`config.mk`:
```
export PLATFORM = sky130hd
export DESIGN_NAME = output_stream_tagger
export DESIGN_NICKNAME = d
export VERILOG_FILES = /design/src/rtl/output_stream_tagger_pkg.sv /design/src/rtl/output_stream_tagger_fifo.sv /design/src/rtl/output_stream_tagger.sv
export SDC_FILE = /design/constraint.sdc
export NUM_CORES = 1
export LEC_CHECK = 0
export CORE_ASPECT_RATIO = 0.6
export CORE_UTILIZATION = 57
export DETAILED_ROUTE_END_ITERATION = 7
export GPL_TIMING_DRIVEN = 0
export PLACE_DENSITY = 0.9
export SLEW_MARGIN = 10
export SYNTH_ARGS = -nofsm -noshare
export SYNTH_HDL_FRONTEND = slang
export SYNTH_SLANG_ARGS = --single-unit
```
`constraint.sdc`:
```
create_clock -name clk -period 3.4 [get_ports clk]
set_input_delay 1.02 -clock clk [delete_from_list [all_inputs] [get_ports clk]]
set_output_delay 1.02 -clock clk [all_outputs]
set_load 0.05 [all_outputs]
```
`src/rtl/output_stream_tagger_pkg.sv`:
```
// Shared types and helpers for the output stream tagger: job configuration,
// traversal order and FSM state encodings.
package output_stream_tagger_pkg;

  typedef struct packed {
    int data_width;
    int feature_map_width;
    int feature_map_height;
    int output_nb_channels;
    int fifo_depth;
  } config_t;

  localparam config_t DEFAULT_CFG = '{16, 128, 128, 64, 4};

  typedef enum logic {
    ORDER_CH_FIRST = 1'b0,
    ORDER_X_FIRST  = 1'b1
  } order_e;

  typedef enum logic {
    ST_IDLE = 1'b0,
    ST_RUN  = 1'b1
  } state_e;

  // Number of result words in one complete feature map.
  function automatic int total_words(config_t cfg);
    return cfg.feature_map_width * cfg.feature_map_height * cfg.output_nb_channels;
  endfunction

endpackage

```
`src/rtl/output_stream_tagger_fifo.sv`:
```
// Synchronous FIFO with registered storage; pointers carry one wrap bit so
// full and empty are distinguished without an occupancy counter.
module sync_fifo #(
  parameter int DATA_WIDTH = 16,
  parameter int DEPTH      = 4
) (
  input  logic                  clk,
  input  logic                  arst_n,
  input  logic                  push,
  input  logic [DATA_WIDTH-1:0] wdata,
  input  logic                  pop,
  output logic [DATA_WIDTH-1:0] rdata,
  output logic                  full,
  output logic                  empty
);

  localparam int AW = $clog2(DEPTH);

  logic [DATA_WIDTH-1:0] mem_q [DEPTH];
  logic [AW:0]           wr_ptr_q, wr_ptr_d;
  logic [AW:0]           rd_ptr_q, rd_ptr_d;
  logic                  do_push, do_pop;

  assign full    = (wr_ptr_q[AW] != rd_ptr_q[AW]) && (wr_ptr_q[AW-1:0] == rd_ptr_q[AW-1:0]);
  assign empty   = (wr_ptr_q == rd_ptr_q);
  assign do_push = push && !full;
  assign do_pop  = pop && !empty;

  // Empty reads return zero so a freshly reset FIFO never exposes stale storage.
  assign rdata = empty ? '0 : mem_q[rd_ptr_q[AW-1:0]];

  // NOTE: every variable gets its default before any branch, so no latch is inferred.
  always_comb begin
    wr_ptr_d = wr_ptr_q;
    rd_ptr_d = rd_ptr_q;
    if (do_push) wr_ptr_d = wr_ptr_q + 1'b1;
    if (do_pop)  rd_ptr_d = rd_ptr_q + 1'b1;
  end

  // NOTE: state registers use non-blocking assignments so every flop samples pre-edge values.
  always_ff @(posedge clk) begin
    if (!arst_n) begin
      wr_ptr_q <= '0;
      rd_ptr_q <= '0;
    end else begin
      wr_ptr_q <= wr_ptr_d;
      rd_ptr_q <= rd_ptr_d;
    end
  end

  // NOTE: storage is deliberately not reset; the pointers alone define which entries are valid.
  always_ff @(posedge clk) begin
    if (do_push) mem_q[wr_ptr_q[AW-1:0]] <= wdata;
  end

endmodule

```
`src/rtl/output_stream_tagger.sv`:
```
// Buffers result words from the PE array, tags each with its (x, y, ch)
// coordinate and streams them out under valid/ready with a start/done job lifecycle.
module output_stream_tagger
  import output_stream_tagger_pkg::*;
#(
  parameter int DATA_WIDTH         = 16,
  parameter int FEATURE_MAP_WIDTH  = 128,
  parameter int FEATURE_MAP_HEIGHT = 128,
  parameter int OUTPUT_NB_CHANNELS = 64,
  parameter int FIFO_DEPTH         = 4
) (
  input  logic                                  clk,
  input  logic                                  arst_n,
  input  logic                                  start,
  input  logic                                  order_sel,
  output logic                                  running,
  output logic                                  done,
  input  logic [DATA_WIDTH-1:0]                 in_data,
  input  logic                                  in_valid,
  output logic                                  in_ready,
  output logic [DATA_WIDTH-1:0]                 output_data,
  output logic                                  output_valid,
  input  logic                                  output_ready,
  output logic [$clog2(FEATURE_MAP_WIDTH)-1:0]  output_x,
  output logic [$clog2(FEATURE_MAP_HEIGHT)-1:0] output_y,
  output logic [$clog2(OUTPUT_NB_CHANNELS)-1:0] output_ch
);

  localparam config_t CFG = '{DATA_WIDTH, FEATURE_MAP_WIDTH, FEATURE_MAP_HEIGHT,
                              OUTPUT_NB_CHANNELS, FIFO_DEPTH};
  localparam int TOTAL = total_words(CFG);
  localparam int XW    = $clog2(CFG.feature_map_width);
  localparam int YW    = $clog2(CFG.feature_map_height);
  localparam int CHW   = $clog2(CFG.output_nb_channels);
  localparam int CNT_W = $clog2(TOTAL + 1);

  localparam logic [XW-1:0]    X_MAX      = XW'(CFG.feature_map_width - 1);
  localparam logic [YW-1:0]    Y_MAX      = YW'(CFG.feature_map_height - 1);
  localparam logic [CHW-1:0]   CH_MAX     = CHW'(CFG.output_nb_channels - 1);
  localparam logic [CNT_W-1:0] TOTAL_CNT  = CNT_W'(TOTAL);
  localparam logic [CNT_W-1:0] LAST_CNT   = CNT_W'(TOTAL - 1);

  state_e             state_q, state_d;
  order_e             order_q, order_d;
  logic [CNT_W-1:0]   accepted_q, accepted_d;
  logic [CNT_W-1:0]   emitted_q, emitted_d;
  logic [XW-1:0]      x_q, x_d;
  logic [YW-1:0]      y_q, y_d;
  logic [CHW-1:0]     ch_q, ch_d;
  logic               done_q, done_d;

  logic               fifo_full, fifo_empty;
  logic               push, pop;
  logic               x_wrap, y_wrap, ch_wrap;

  assign running      = (state_q == ST_RUN);
  assign done         = done_q;
  assign in_ready     = running && !fifo_full && (accepted_q != TOTAL_CNT);
  assign output_valid = running && !fifo_empty;
  assign push         = in_valid && in_ready;
  assign pop          = output_valid && output_ready;
  assign output_x     = x_q;
  assign output_y     = y_q;
  assign output_ch    = ch_q;

  assign x_wrap  = (x_q == X_MAX);
  assign y_wrap  = (y_q == Y_MAX);
  assign ch_wrap = (ch_q == CH_MAX);

  sync_fifo #(
    .DATA_WIDTH (DATA_WIDTH),
    .DEPTH      (FIFO_DEPTH)
  ) u_fifo (
    .clk   (clk),
    .arst_n(arst_n),
    .push  (push),
    .wdata (in_data),
    .pop   (pop),
    .rdata (output_data),
    .full  (fifo_full),
    .empty (fifo_empty)
  );

  always_comb begin
    state_d    = state_q;
    order_d    = order_q;
    accepted_d = accepted_q;
    emitted_d  = emitted_q;
    x_d        = x_q;
    y_d        = y_q;
    ch_d       = ch_q;
    done_d     = 1'b0;

    case (state_q)
      ST_IDLE: begin
        if (start) begin
          state_d    = ST_RUN;
          order_d    = order_e'(order_sel);
          accepted_d = '0;
          emitted_d  = '0;
          x_d        = '0;
          y_d        = '0;
          ch_d       = '0;
        end
      end

      ST_RUN: begin
        if (push) accepted_d = accepted_q + 1'b1;
        if (pop) begin
          emitted_d = emitted_q + 1'b1;
          // Coordinates follow the word at the FIFO head, so they step only on a pop.
          if (order_q == ORDER_CH_FIRST) begin
            ch_d = ch_wrap ? '0 : ch_q + 1'b1;
            if (ch_wrap) begin
              x_d = x_wrap ? '0 : x_q + 1'b1;
              if (x_wrap) y_d = y_wrap ? '0 : y_q + 1'b1;
            end
          end else begin
            x_d = x_wrap ? '0 : x_q + 1'b1;
            if (x_wrap) begin
              y_d = y_wrap ? '0 : y_q + 1'b1;
              if (y_wrap) ch_d = ch_wrap ? '0 : ch_q + 1'b1;
            end
          end
          if (emitted_q == LAST_CNT) begin
            state_d    = ST_IDLE;
            done_d     = 1'b1;
            accepted_d = '0;
            emitted_d  = '0;
            x_d        = '0;
            y_d        = '0;
            ch_d       = '0;
          end
        end
      end

      default: state_d = ST_IDLE;
    endcase
  end

  always_ff @(posedge clk) begin
    if (!arst_n) begin
      state_q    <= ST_IDLE;
      order_q    <= ORDER_CH_FIRST;
      accepted_q <= '0;
      emitted_q  <= '0;
      x_q        <= '0;
      y_q        <= '0;
      ch_q       <= '0;
      done_q     <= 1'b0;
    end else begin
      state_q    <= state_d;
      order_q    <= order_d;
      accepted_q <= accepted_d;
      emitted_q  <= emitted_d;
      x_q        <= x_d;
      y_q        <= y_d;
      ch_q       <= ch_d;
      done_q     <= done_d;
    end
  end

endmodule
```
==> flow_summary.yaml, run 1 <==
cts:
  cts_root_buffer: "clkbuf_16"
  cts_tree: "built"
  post_cts_buffers: 0
  clk_pin_slew_ns: 0.06
  worstSkewPairLatency_ns: 0.43
  cts.htree.levels: 4
  cts_buffer_depth: 2
  cts.sinks: 137
  numCtsBuffers: 17
drt:
  drt_iter0_markers: 630
  drt_drc_violations_left: 0
  vias_per_cell: 6.458
  vias: 5018
  routed_wl_um: 16080
  drtAntennaViolNets: 0
  drt_pass1_iterations: 6
  post_drt_wl_per_cell_um: 20.69
die:
  die-area_um2: 11230
  rows: 28
  die_y_um: 82.49
  start_util_pct: 60.58
  pin_count: 62
  core_area_um2: 10160
  die_w_um: 136.2
final_layout:
  nets: 662
  seq_area_um2: 3385
  nFillCells: 628
  utilization_pct: 74.19
  n_antenna_cell: 0
  area_growth_pct: 22.46
  final_layout_size_suffix_gt1_share_pct: 11.84
  multi_input_area_um2: 2633
  design_area_um2: 7537
sta:
  finClkSkew_ns: 0.008587
  hold_violations: 0
  min_period_ns: 3.367
  setup_viol_count_final: 0
  post-route-period-util_pct: 99.04
  tightestPinTransition_ns: 0.9284
  fmax_mhz: 297.0
  slew_headroom_pct: 38.11
  maxSlewViolCount: 0
power:
  p_per_area_nw_per_um2: 519.2
  sw_frac_of_total_pct: 25.14
  p_clk_share_pct: 46.2
  peakVddDrop_uv: 450.4
  p_leak_nw: 2.702
  power.switching_uw: 983.9
  p_int_mw: 2.930
  p_comb_share_pct: 8.7
  power_frac_seq_pct: 45.1
placed_design:
  portBuffers: 61
  placed_area_um2: 6934
  dp_hpwl_um: 10410
  gp_congestion: 0.8982
logic_synthesis:
  ys_seq_area_share_pct: 54.97
  synthArstFlopShare_pct: 0
  synth_area_um2: 6155
  synth_top_area_cell: "edfxtp_1"
  ys_types: 58
  synth_area_leaders: "edfxtp_1, dfxtp_1, mux4_2"
  synth_enable_flop_cells: 64
  synth_ff_type: "dfxtp_1"
  post-synth-top-count-cell: "dfxtp_1"
  yosysWarnings: 0
  synthCells: 551
  avgSynthCellArea_um2: 11.17
  synth_commonest_cells: "dfxtp_1, edfxtp_1, o21ai_0"
  synth.top_cell.area_share_pct: 31.23
  ys_ff_latch: 137
  synth_fp_nets: 584
critical_path:
  critPathMaxFanout: 10
  critPathKind: "reg -> out"
  cp_data_required_time_ns: 2.38
  start_kind: "flop"
  reg2reg_from: "emitted_q[10]"
  r2r_end: "accepted_q[17]"
  worstSetupEndpointType: "primary output"
  crit_arrival_ns: 2.35
  r2r_slack_ns: 0.51
  rr_worst_depth: 8
worst_hold_path:
  holdPathStages: 2
  hold_class: "reg -> reg"
  min_from: "emitted_q[20]"
  holdPathEnd: "emitted_q[20]"
global_routing:
  grt_start_max_net_pins: 18
  grt_overflow: 0
  first_global_vias: 4843
  antenna_found_initial: 0
  grt_usage_pct: 30.19
  grt_pass1_wl_um: 24830
job:
  max_cap_viol_count: 0
outcome:
  status: "finished clean"
## sequential cells by signal, indices dropped and copies added, names as in the netlist, named ones only
name	count
output_ch	6
accepted_q	21
done	1
emitted_q	21
running	1
u_fifo.wr_ptr_q	3
u_fifo.mem_q	64
u_fifo.rd_ptr_q	3
order_q	1
output_x	7
output_y	7
## layout make-up
type | instances | share of cell area (%)
Multi-Input combinational cell | 374 | 34.93
Clock inverter | 11 | 1.079
Clock buffer | 21 | 6.690
Inverter | 12 | 0.5976
Tap cell | 135 | 2.241
Timing Repair Buffer | 61 | 7.952
Buffer | 26 | 1.610
Sequential cell | 137 | 44.90
## worst max path at each step
stage | startpoint | slack, ns | depth (start not counted) | to
2_1_floorplan | flop | 0.13 | 4 | output_data[10]
3_3_place_gp | flop | -0.54 | 5 | output_data[12]
3_5_place_dp | flop | -0.66 | 5 | output_data[12]
4_1_cts | flop | 0.008 | 3 | output_data[2]
5_1_grt | u_fifo.wr_ptr_q[1] | -0.07 | 6 | output_data[13]
6_report | flop | 0.03 | 4 | output_data[13]
## cells by family after synthesis
family | Yosys count | synth area share (%)
adders and majority gates | 11 | 2.236
AOI/OAI and AO/OA | 120 | 12.71
DFF | 137 | 54.97
xor gates and xnor gates | 26 | 3.700
muxes | 17 | 6.018
buffers and inverters | 40 | 2.622
and+or+nand+nor | 200 | 17.75
## metrics by stage
step	hold WS (ns)	cells	power (mW)	worst slack, ns	setup TNS (ns)
floorplan	0.4193	551	2.003	0.1290	0
global placement	0.4287	747	2.115	-0.5413	-15.30
detailed placement	0.4402	747	2.133	-0.6611	-17.21
CTS	0.4484	777	3.902	0.008445	0
global route	0.4898	777	4.002	-0.07152	-0.2502
finish	0.4524	777	3.914	0.03272	0
## power groups by stage
| stage | Clock (mW) | Combinational, mW | Sequential [mW] |
|---|---|---|---|
| 2_1_floorplan | 0 | 0.195 | 1.81 |
| 3_3_place_gp | 0 | 0.321 | 1.79 |
| 3_5_place_dp | 0 | 0.336 | 1.80 |
| 4_1_cts | 1.80 | 0.334 | 1.76 |
| 5_1_grt | 1.88 | 0.358 | 1.77 |
| 6_report | 1.81 | 0.339 | 1.77 |
## placed cells by master (no fill, tap or decap), types with 10 or more instances in the layout
cell             count
edfxtp_1            64
clkbuf_1            17
a21oi_1             21
dfxtp_1             72
nand2_1             33
mux4_2              16
nor2b_1             26
nand4_1             13
inv_1               12
o21ai_0             43
clkdlybuf4s50_1     43
nor2_1              34
clkbuf_16           20
and2_1              18
and3_1              10
a31oi_1             11
xor2_1              15
nand3_1             23
ha_1                11
## worst max-delay path, cell delays in order, from the launching register on
cell	delay, ns
dfxtp_1	0.56
buf_2	0.37
mux4_2	0.24
nor2b_1	0.16
dlygate4sd2_1	0.57
## routing by layer
| metal | global-route usage [%] | share of wire, % |
|---|---|---|
| met5 | 0 | 0 |
| met3 | 7.387 | 9.7 |
| met2 | 48.93 | 47 |
| met1 | 38.90 | 41 |
| met4 | 13.67 | 2.7 |
## timing repair
item,4_1_cts,5_1_grt
gates cloned,0,0
endpoints found under the setup margin,18,16
resized for setup,23,16
hold buffers,0,0
(Power assumes the default switching activity.)
==> inputs of run 2 (changes only) <==
--- a/config.mk
+++ b/config.mk
@@ -10,6 +10,7 @@
 export DETAILED_ROUTE_END_ITERATION = 7
 export GPL_TIMING_DRIVEN = 0
 export PLACE_DENSITY = 0.9
+export RECOVER_POWER = 50
 export SLEW_MARGIN = 10
 export SYNTH_ARGS = -nofsm -noshare
 export SYNTH_HDL_FRONTEND = slang
==> run 2 against run 1 <==
Net effect:
- maximum frequency rose by 0.45%
- sequential share of layout area rose by 0.13 points
- clock skew rose by 0.00071 ns
- combinational power fell by 3%
- core utilization fell by 0.22 points
- final cell count did not move
- routed wire length fell by 0.68%
- non-clock buffer count did not move
- final area fell by 0.30%
- setup slack improved by 0.015 ns
- critical endpoint unchanged
==> flow_summary.yaml, run 2 (same netlist as run 1, synthesis figures left out) <==
outcome:
  status: "finished clean"
placed_design:
  portBuffers: 61
  gp_congestion: 0.8982
  pre_cts_slack_ns: -0.6611
  dp_hpwl_um: 10410
  place_inst: 747
power:
  finalPower_mw: 3.902
  p_leak_nw: 2.772
  p_per_area_nw_per_um2: 519.2
  peakVddDrop_uv: 444.0
critical_path:
  crit_end: "output_data[13]"
  worstSetupEndpointType: "primary output"
  critPathKind: "reg -> out"
  critPathMaxFanout: 10
  start_kind: "flop"
  crit_arrival_ns: 2.33
  r2r_end: "accepted_q[17]"
  cp_data_required_time_ns: 2.38
  reg2reg_from: "emitted_q[10]"
  rr_worst_depth: 8
  r2r_slack_ns: 0.29
sta:
  tightestPinTransition_ns: 1.374
  fmax_mhz: 298.3
  tns_ns: 0
  min_period_ns: 3.352
  layout_setup_ws_ns: 0.04772
  slew_headroom_pct: 8.186
  setup_viol_count_final: 0
  hold_violations: 0
  post-route-period-util_pct: 98.60
  maxSlewViolCount: 0
  finClkSkew_ns: 0.009302
drt:
  vias_per_cell: 6.422
  vias: 4990
  drt_iter0_markers: 607
  route.met3.wl_um: 1417
  wl_met1_um: 6568
  drtAntennaViolNets: 0
  routed_wl_um: 15970
  post_drt_wl_per_cell_um: 20.55
  top_layer: "met4"
  drt_pass1_iterations: 6
  dr_wl_met2_um: 7581
  drt_drc_violations_left: 0
final_layout:
  area_growth_pct: 22.10
  largest_reg_flops: 64
  multi_input_area_um2: 2613
  final_cell_mix: "dfxtp_1, edfxtp_1, o21ai_0"
  n_antenna_cell: 0
  final_layout_size_suffix_gt1_share_pct: 11.06
  utilization_pct: 73.97
  nFillCells: 636
  seq_area_um2: 3385
  layout.cells.non_filler: 777
  nets: 662
  final_common_cell: "dfxtp_1"
die:
  start_util_pct: 60.58
  die_w_um: 136.2
  rows: 28
  die_y_um: 82.49
  core_area_um2: 10160
  die-area_um2: 11230
  pin_count: 62
global_routing:
  grt_usage_pct: 30.19
  antenna_found_initial: 0
  grt_overflow: 0
  grt_pass1_wl_um: 24830
  grt_start_max_net_pins: 18
  first_global_vias: 4843
cts:
  cts_root_buffer: "clkbuf_16"
  clk_pin_slew_ns: 0.06
  cts_buffer_depth: 2
  cts_resized: 23
  cts_hold_buf: 0
  cts.sinks: 137
  post_cts_buffers: 0
  cts_tree: "built"
  worstSkewPairLatency_ns: 0.42
  numCtsBuffers: 17
  cts.htree.levels: 4
worst_hold_path:
  hold_class: "reg -> reg"
job:
  max_cap_viol_count: 0
## run 2: cell types whose count changed in the layout (fill, tap and decap cells not counted), sizes merged
cell,before,now
dlygate4sd3,0,38
clkdlybuf4s50,43,5
buf,9,7
clkbuf,41,43
## run 2: where the power goes
group          total, mW  internal, mW  switching (mW)
Combinational      0.330         0.106           0.224
Clock               1.81          1.07           0.738
Sequential          1.76          1.75          0.0175
Total               3.90          2.92           0.979
## run 2: worst min path at each step
stage | from | to | slack, ns | depth (start not counted)
6_report | emitted_q[20] | emitted_q[20] | 0.45 | 2
5_1_grt | accepted_q[20] | accepted_q[20] | 0.49 | 1
4_1_cts | emitted_q[20] | emitted_q[20] | 0.45 | 2
3_5_place_dp | emitted_q[20] | emitted_q[20] | 0.44 | 2
3_3_place_gp | emitted_q[20] | emitted_q[20] | 0.43 | 2
2_1_floorplan | emitted_q[20] | emitted_q[20] | 0.42 | 2
## run 2: metal layers
metal / global-route usage (%) / up-vias
met4: 13.67 / 0
met1: 38.90 / 2415
met2: 48.93 / 304
met3: 7.387 / 41
li1: - / 2230
met5: 0 / -
## run 2: cell type report
class	count	area share, %
tap	135	2.248
timing repair buffer	61	7.975
inverter	12	0.5994
clock inverter	11	1.082
buffer	26	1.582
multi-input combinational	374	34.77
sequential	137	45.04
clock buffer	21	6.710
## run 2: worst max-delay path: stages (launching register included)
cell,delay [ns]
dfxtp_1,0.56
buf_2,0.38
mux4_2,0.24
nor2b_1,0.16
dlygate4sd2_1,0.57
## run 2: per-stage QoR
step                hold slack [ns]  cell area (um^2)
CTS                          0.4484              7515
global placement             0.4287              6934
detailed placement           0.4402              6934
global route                 0.4898              7515
finish                       0.4478              7515
floorplan                    0.4193              6155
==> inputs of run 3 (changes only) <==
--- a/config.mk
+++ b/config.mk
@@ -7,10 +7,10 @@
 export LEC_CHECK = 0
 export CORE_ASPECT_RATIO = 0.6
 export CORE_UTILIZATION = 57
+export CTS_CLUSTER_DIAMETER = 100
 export DETAILED_ROUTE_END_ITERATION = 7
 export GPL_TIMING_DRIVEN = 0
 export PLACE_DENSITY = 0.9
-export RECOVER_POWER = 50
 export SLEW_MARGIN = 10
 export SYNTH_ARGS = -nofsm -noshare
 export SYNTH_HDL_FRONTEND = slang
==> results of run 3 <==
No change in the layout: final DEF, timing and power equal those of run 1.
